`src/rtl/async_fifo_1clk.sv`:
```
// Single-clock show-ahead FIFO with full/afull/empty/aempty flags.
// Optional sticky overflow/underflow outputs when ASYNC_FIFO_ERR_FLAG_EN is defined.
module async_fifo_1clk #(
    parameter int W  = 8,
    parameter int DP = 4
) (
    input  logic         wb_clk_i,
    input  logic         wb_rst_i,
    input  logic         wr_en,
    input  logic [W-1:0] wr_data,
    output logic         full,
    output logic         afull,
    input  logic         rd_en,
    output logic [W-1:0] rd_data,
    output logic         empty,
`ifdef ASYNC_FIFO_ERR_FLAG_EN
    output logic         ovf_err,
    output logic         udf_err,
`endif
    output logic         aempty
);

    localparam int AW    = $clog2(DP);
    localparam int PTR_W = AW + 1;
    localparam logic [PTR_W-1:0] DEPTH_C = PTR_W'(DP);
    localparam logic [PTR_W-1:0] AFULL_C = PTR_W'(DP - 1);
    localparam logic [PTR_W-1:0] ONE_C   = PTR_W'(1);
    localparam logic [PTR_W-1:0] ZERO_C  = PTR_W'(0);

    logic [W-1:0]     mem_q [DP];
    logic [PTR_W-1:0] wr_ptr_q;
    logic [PTR_W-1:0] wr_ptr_d;
    logic [PTR_W-1:0] rd_ptr_q;
    logic [PTR_W-1:0] rd_ptr_d;
    logic [PTR_W-1:0] count_s;
    logic             wr_ok_s;
    logic             rd_ok_s;

    // Occupancy and flags, derived only from the registered pointers.
    always_comb begin
        count_s = wr_ptr_q - rd_ptr_q;
        full    = (count_s == DEPTH_C);
        afull   = (count_s >= AFULL_C);
        empty   = (count_s == ZERO_C);
        aempty  = (count_s <= ONE_C);
        rd_data = mem_q[rd_ptr_q[AW-1:0]];
    end

    // Accept decisions use pre-edge flags, so full+write and empty+read are dropped.
    always_comb begin
        wr_ok_s  = wr_en & ~full;
        rd_ok_s  = rd_en & ~empty;
        wr_ptr_d = wr_ptr_q;
        rd_ptr_d = rd_ptr_q;
        if (wr_ok_s) begin
            wr_ptr_d = wr_ptr_q + ONE_C;
        end else begin
            wr_ptr_d = wr_ptr_q;
        end
        if (rd_ok_s) begin
            rd_ptr_d = rd_ptr_q + ONE_C;
        end else begin
            rd_ptr_d = rd_ptr_q;
        end
    end

    // Pointer registers; the extra MSB is the wrap bit.
    always_ff @(posedge wb_clk_i or posedge wb_rst_i) begin
        if (wb_rst_i) begin
            wr_ptr_q <= ZERO_C;
            rd_ptr_q <= ZERO_C;
        end else begin
            wr_ptr_q <= wr_ptr_d;
            rd_ptr_q <= rd_ptr_d;
        end
    end

    // Storage array is intentionally not reset.
    always_ff @(posedge wb_clk_i) begin
        if (wr_ok_s) begin
            mem_q[wr_ptr_q[AW-1:0]] <= wr_data;
        end
    end

`ifdef ASYNC_FIFO_ERR_FLAG_EN
    logic ovf_q;
    logic ovf_d;
    logic udf_q;
    logic udf_d;

    // Sticky error capture; only reset clears them.
    always_comb begin
        ovf_d = ovf_q | (wr_en & full);
        udf_d = udf_q | (rd_en & empty);
    end

    // Error flag registers.
    always_ff @(posedge wb_clk_i or posedge wb_rst_i) begin
        if (wb_rst_i) begin
            ovf_q <= 1'b0;
            udf_q <= 1'b0;
        end else begin
            ovf_q <= ovf_d;
            udf_q <= udf_d;
        end
    end

    assign ovf_err = ovf_q;
    assign udf_err = udf_q;
`endif

endmodule

```
`config.mk`:
```
export PLATFORM = sky130hd
export DESIGN_NAME = async_fifo_1clk
export DESIGN_NICKNAME = d
export VERILOG_FILES = /design/src/rtl/async_fifo_1clk.sv
export SDC_FILE = /design/constraint.sdc
export NUM_CORES = 1
export LEC_CHECK = 0
export BUFFER_PORTS_ARGS = -buffer_cell sky130_fd_sc_hd__buf_2
export CORE_MARGIN = 8
export CORE_UTILIZATION = 35
export CTS_BUF_LIST = sky130_fd_sc_hd__clkbuf_4
export DETAILED_ROUTE_END_ITERATION = 16
export PLACE_DENSITY = 0.64
export SYNTH_ARGS = -nofsm -noshare
export SYNTH_HDL_FRONTEND = slang
export SYNTH_SLANG_ARGS = --single-unit
```
`constraint.sdc`:
```
create_clock -name wb_clk_i -period 2.8 [get_ports wb_clk_i]
set_input_delay 0.14 -clock wb_clk_i [delete_from_list [all_inputs] [get_ports wb_clk_i]]
set_output_delay 0.14 -clock wb_clk_i [all_outputs]
set_load 0.01 [all_outputs]
```
# Yosys cells after proc, flatten, opt, wreduce, memory -nomap -nowiden
# Memory sizes are Yosys's and may differ from the RTL's.
# Index checks and enable logic that the tools add are counted.
# totals
reg_bits	6
ramBits	32
input_bits	12
output_inout_bits	12
word_cells	16
n_memories	1
# mem_list
memory	depth	word_bits	rd	rd_clocked_by_memory_dff	write_ports	line	source
mem_q	4	8	1	0	1	30	logic [W-1:0] mem_q [DP];
# op_classes
add_sub_neg	3
magnitude_cmp	2
eq_ne	1
n_mux	2
bitwise	4
n_reduce_logical	1
# op_table
op	n
adder 3 x 1 -> 3 bit (second input constant)	2
== test 3 bit (second input constant)	1
greater-or-equal comparator 3 x 2 -> 1 bit (second input constant)	1
<= comparator 3 x 1 -> 1 bit (second input constant)	1
logical NOT 3 bit	1
subtractor 3 bit	1
bitwise AND 1 bit	2
2-to-1 mux 1 bit	2
inverter 1 bit	2

# Logic depth before layout (Yosys ltp)
# logic_depth
depth_word	6
mapped_depth	7
ltp_nobuf	7

# Least setup slack after synthesis
# Ideal clock, no wire load.
# synth_timing
path_type	reg2reg
from	reg rd_ptr_q[1]
to	mem mem_q[3][0] (enable)
setup_time_ns	0.375
arrival_time_ns	2.020
required_time_ns	2.425
slack_ns	0.404
stages_incl_launch_ff	6
n_path_buf	1
synth_period_minus_slack_ns	2.396
path_cell_list	dfrtp_1 -> clkbuf_1 -> inv_1 -> fa_1 -> xnor3_2 -> a21oi_1
# synth_via
elab_chain_cells	6
# synth_rtl
item	line	source
start, declared	33	logic [PTR_W-1:0] rd_ptr_q;
start signal, assigned	74	rd_ptr_q <= rd_ptr_d;
subtractor 3 bit	41	count_s = wr_ptr_q - rd_ptr_q;
== test 3 bit	42	full = (count_s == DEPTH_C);
inverter 1 bit	51	wr_ok_s = wr_en & ~full;
bitwise AND 1 bit	51	
2-to-1 mux 1 bit	80	if (wr_ok_s) begin
2-to-1 mux 1 bit (not written as such)	81	mem_q[wr_ptr_q[AW-1:0]] <= wr_data;
end, declared	30	
# No other way between the ends.

# Worst setup path in the final report
# layout_timing
from	reg wr_ptr_q[0]
to	mem mem_q[1][0] (enable)
# layout_via
elab_chain_cells	6
# layout_rtl
item	line	source
start, declared	31	logic [PTR_W-1:0] wr_ptr_q;
start signal, assigned	73	wr_ptr_q <= wr_ptr_d;
subtractor 3 bit	41	
== test 3 bit	42	
inverter 1 bit	51	
bitwise AND 1 bit	51	
2-to-1 mux 1 bit	80	
2-to-1 mux 1 bit (not written as such)	81	
# Parallel ways exist; a longest one is shown, timed or not.

==> summary.md <==
| Metric | Value |
|---|---|
| Mux contribution to synthesized area | 0.1240 |
| CTS tree | done |
| Yosys warns | 0 |
| Post-Synthesis Cells | 91 |
| Worst-Margin Slew | 0.3846 ns |
| Synth Cell Area | 1665 um2 |
| Setup ws final | 0.3804 ns |
| Post-Syn Nets | 110 |
| Placed wire-length estimate | 2.179 mm |
| Flop and latch count out of synthesis | 38 |
| Fin. Hold Viols | 0 |
| Postcts setup bufs | 0 |
| Row Count | 25 |
| Max-slew violations | 0 |
| CTS Root Cell | clkbuf_4 |
| DIE AREA | 7222 um2 |
| Routed via count | 868 |
| Skew-Pair Late Insertion Delay | 0.32 ns |
| Worst Setup End Kind | register |
| Clock sink count | 38 |
| Largest net degree at the start of global routing | 12 |
| Vias in the first global route | 960 |
| Status | completed |
| Critical path required time | 2.79 ns |
| GP Congestion | 0.7811 |
| Total gr overflow | 0 |
| Crit path DAT | 2.41 ns |
| Max FO, Critical Path | 8 |
| Crit start category | register |
| Area grow syn2layout | 16.38% |
| Sum Neg Setup Slack | 0 ns |
| Total track usage | 0.08325 |
| Die Y | 84.98 um |
| Wire per inst | 16.41 um |
| First-pass GRT wire length | 4.643 mm |
| Drc violations | 0 |
| Post-Layout Cell Count | 176 |
| Most frequent cells in the layout | edfxtp_1 (32), buf_2 (23), mux4_2 (8) |
| Port buffer count | 23 |
| RSZ-0062 raised after global routing | no |
| Routed Antenna Nets | 0 |
| Routed vias/inst | 4.932 |
| Initial Utilization | 0.3573 |
| Post-CTS Resized | 0 |
| Max Clock Skew | 0.008223 ns |
| Compound-cell area share of the yosys netlist | 0.03231 |
| Sequential area share after synthesis | 0.6672 |
| DP Cell Count | 168 |
| DRT iter0 DRCs | 18 |
| Final period util | 0.8642 |
| Crit path top cell by count | inv_1 |
| Peak VDD IR | 0.0008961 V |
| Simple-Gate Fraction of Synth Area | 0.04358 |
| # IOs | 24 |
| Final setup viols | 0 |
| Worst min-delay path class | input pin to register |
| Fraction of layout instances using a drive strength above 1 | 0.3934 |
| Slew headroom | 0.7436 |
| Worst-path clk slew | 0.11 ns |
| Fmax | 413.3 MHz |
| Pwr/cell area | 1238 nW/um2 |
| Pleak | 0.7695 nW |
| Worst-case clock buffer depth | 2 |
| DRT Wirelength | 2.888 mm |
| DRT Pass-1 Iters | 4 |
| Main combinational cell family by area after synthesis | multiplexers |
| Max-cap viol count | 0 |
| Total power draw | 2.400 mW |
| Final nets | 141 |
| H-tree Lvls | 2 |
| Final period demand of the worst path | 2.420 ns |
| Die X | 84.98 um |
| Dpl ws | 0.3542 ns |
| Slowest stage delay, CP | 0.46 ns |
| Area of the core | 4661 um2 |
| Initial antenna violation count | 0 |
| XOR/XNOR Fraction of Synth Area | 0.05184 |
| TritonCTS Buffers | 5 |
| Synth Area per Inst | 18.30 um2 |
| Crit path cell chain | inv_1 -> ha_1 -> inv_1 -> fa_1 -> xnor3_2 -> nand2_1 -> and3_1 |
| Commonest non-fill, non-tap cell in the layout | edfxtp_1 |
| Netlist cell types | 26 |
| Antenna cells | 0 |
| Crit path kind | register to register |
| CP max stage cell | fa_1 |
| Adder-cell share of the synthesized area | 0.05710 |
==> cell usage after synthesis <==
| library cell | count | area, um2 |
|---|---|---|
| xor2_1 | 1 | 8.760 |
| dfrtp_1 | 6 | 150.1 |
| o21ai_2 | 1 | 8.760 |
| fa_1 | 1 | 20.02 |
| nor2_1 | 2 | 7.510 |
| a211o_2 | 1 | 10.01 |
| o21ai_4 | 1 | 16.27 |
| o21ai_0 | 1 | 5.000 |
| ha_1 | 6 | 75.07 |
| a211o_1 | 1 | 8.760 |
| mux2_4 | 1 | 15.01 |
| xnor3_2 | 1 | 23.77 |
| and3_1 | 3 | 18.77 |
| xnor2_1 | 3 | 26.28 |
| nor3_1 | 4 | 20.02 |
| edfxtp_1 | 32 | 960.9 |
| xor3_4 | 1 | 27.53 |
| nor2b_1 | 1 | 6.260 |
| a21oi_1 | 1 | 5.000 |
| nand2_1 | 3 | 11.26 |
| mux4_2 | 8 | 180.2 |
| clkbuf_1 | 1 | 3.750 |
| buf_2 | 2 | 10.01 |
| inv_1 | 7 | 26.28 |
| mux2_2 | 1 | 11.26 |
| or2b_2 | 1 | 8.760 |
==> cell type report <==
cell class	count	area (um2)
Clock inverter	2	33.78
Clock buffer	5	37.54
Inverter	7	26.28
Timing Repair Buffer	27	147.6
Multi-Input combinational cell	43	514.2
Tap cell	54	67.56
Sequential cell	38	1111
Fill cell	410	2723
==> state kept, by name (all words and copies together) (netlist names) <==
| signal | cells |
|---|---|
| wr_ptr_q | 3 |
| mem_q | 32 |
| rd_ptr_q | 3 |
==> cell families (layout without fill, tap and decap cells) <==
group           after synthesis  count (layout)
fa+ha+maj                     7               7
flops                        38              38
xor+xnor                      6               6
compound gates                6               6
mux                          10              10
simple gates                 14              14
buf+inv                      10              41
==> critical path, delay by kind of cell, from the launching register on <==
| family | cells | cell delay, ns |
|---|---|---|
| fa+ha+maj | 2 | 0.61 |
| simple gates | 2 | 0.56 |
| flops | 1 | 0.43 |
| xor+xnor | 1 | 0.33 |
| buf+inv | 2 | 0.15 |
==> routing by layer <==
metal	wire, um	global-route usage	vias to the layer above
met5	0	0	-
met4	25	0.02427	0
met3	129	0.03089	2
met2	1478	0.1428	23
met1	1254	0.09386	438
li1	-	-	405
==> power by group <==
part | switching [mW] | internal (mW) | total (mW)
clock | 0.160 | 0.181 | 0.341
combinational | 0.614 | 0.574 | 1.19
sequential | 0.0798 | 0.791 | 0.871
total | 0.854 | 1.55 | 2.40
==> per-stage QoR <==
stage / area [um2] / hold WS [ns] / util
after floorplan: 1665 / -0.06904 / -
after CTS: 1938 / 0.01131 / 0.4158
after detailed placement: 1857 / 0.08189 / 0.3984
after global placement: 1857 / 0.07179 / 0.3984
after global routing: 1938 / 0.01436 / 0.4158
final: 1938 / 0.02967 / 0.4158
==> worst paths after layout <==
kind / start / end / slack [ns] / cells after the start
setup / recovery: wr_ptr_q[0]$_DFFE_PP0P_ / mem_q[1][0]$_DFFE_PP_ / 0.38 / 7
hold / removal: wr_data[2] / mem_q[3][2]$_DFFE_PP_ / 0.03 / 1
setup reg to reg: wr_ptr_q[0]$_DFFE_PP0P_ / mem_q[1][0]$_DFFE_PP_ / 0.38 / 7
hold reg to reg: wr_ptr_q[0]$_DFFE_PP0P_ / wr_ptr_q[0]$_DFFE_PP0P_ / 0.53 / 1
max in group asynchronous: wb_rst_i / wr_ptr_q[0]$_DFFE_PP0P_ / 2.33 / 3
min in group asynchronous: wb_rst_i / wr_ptr_q[2]$_DFFE_PP0P_ / 0.26 / 3
==> repair_timing <==
| item | CTS | global route |
|---|---|---|
| setup endpoints to repair | 0 | 0 |
| hold buffers | 1 | 0 |
| endpoints found under the hold margin | 6 | 0 |
No activity file was read; power rests on OpenSTA's default activity.
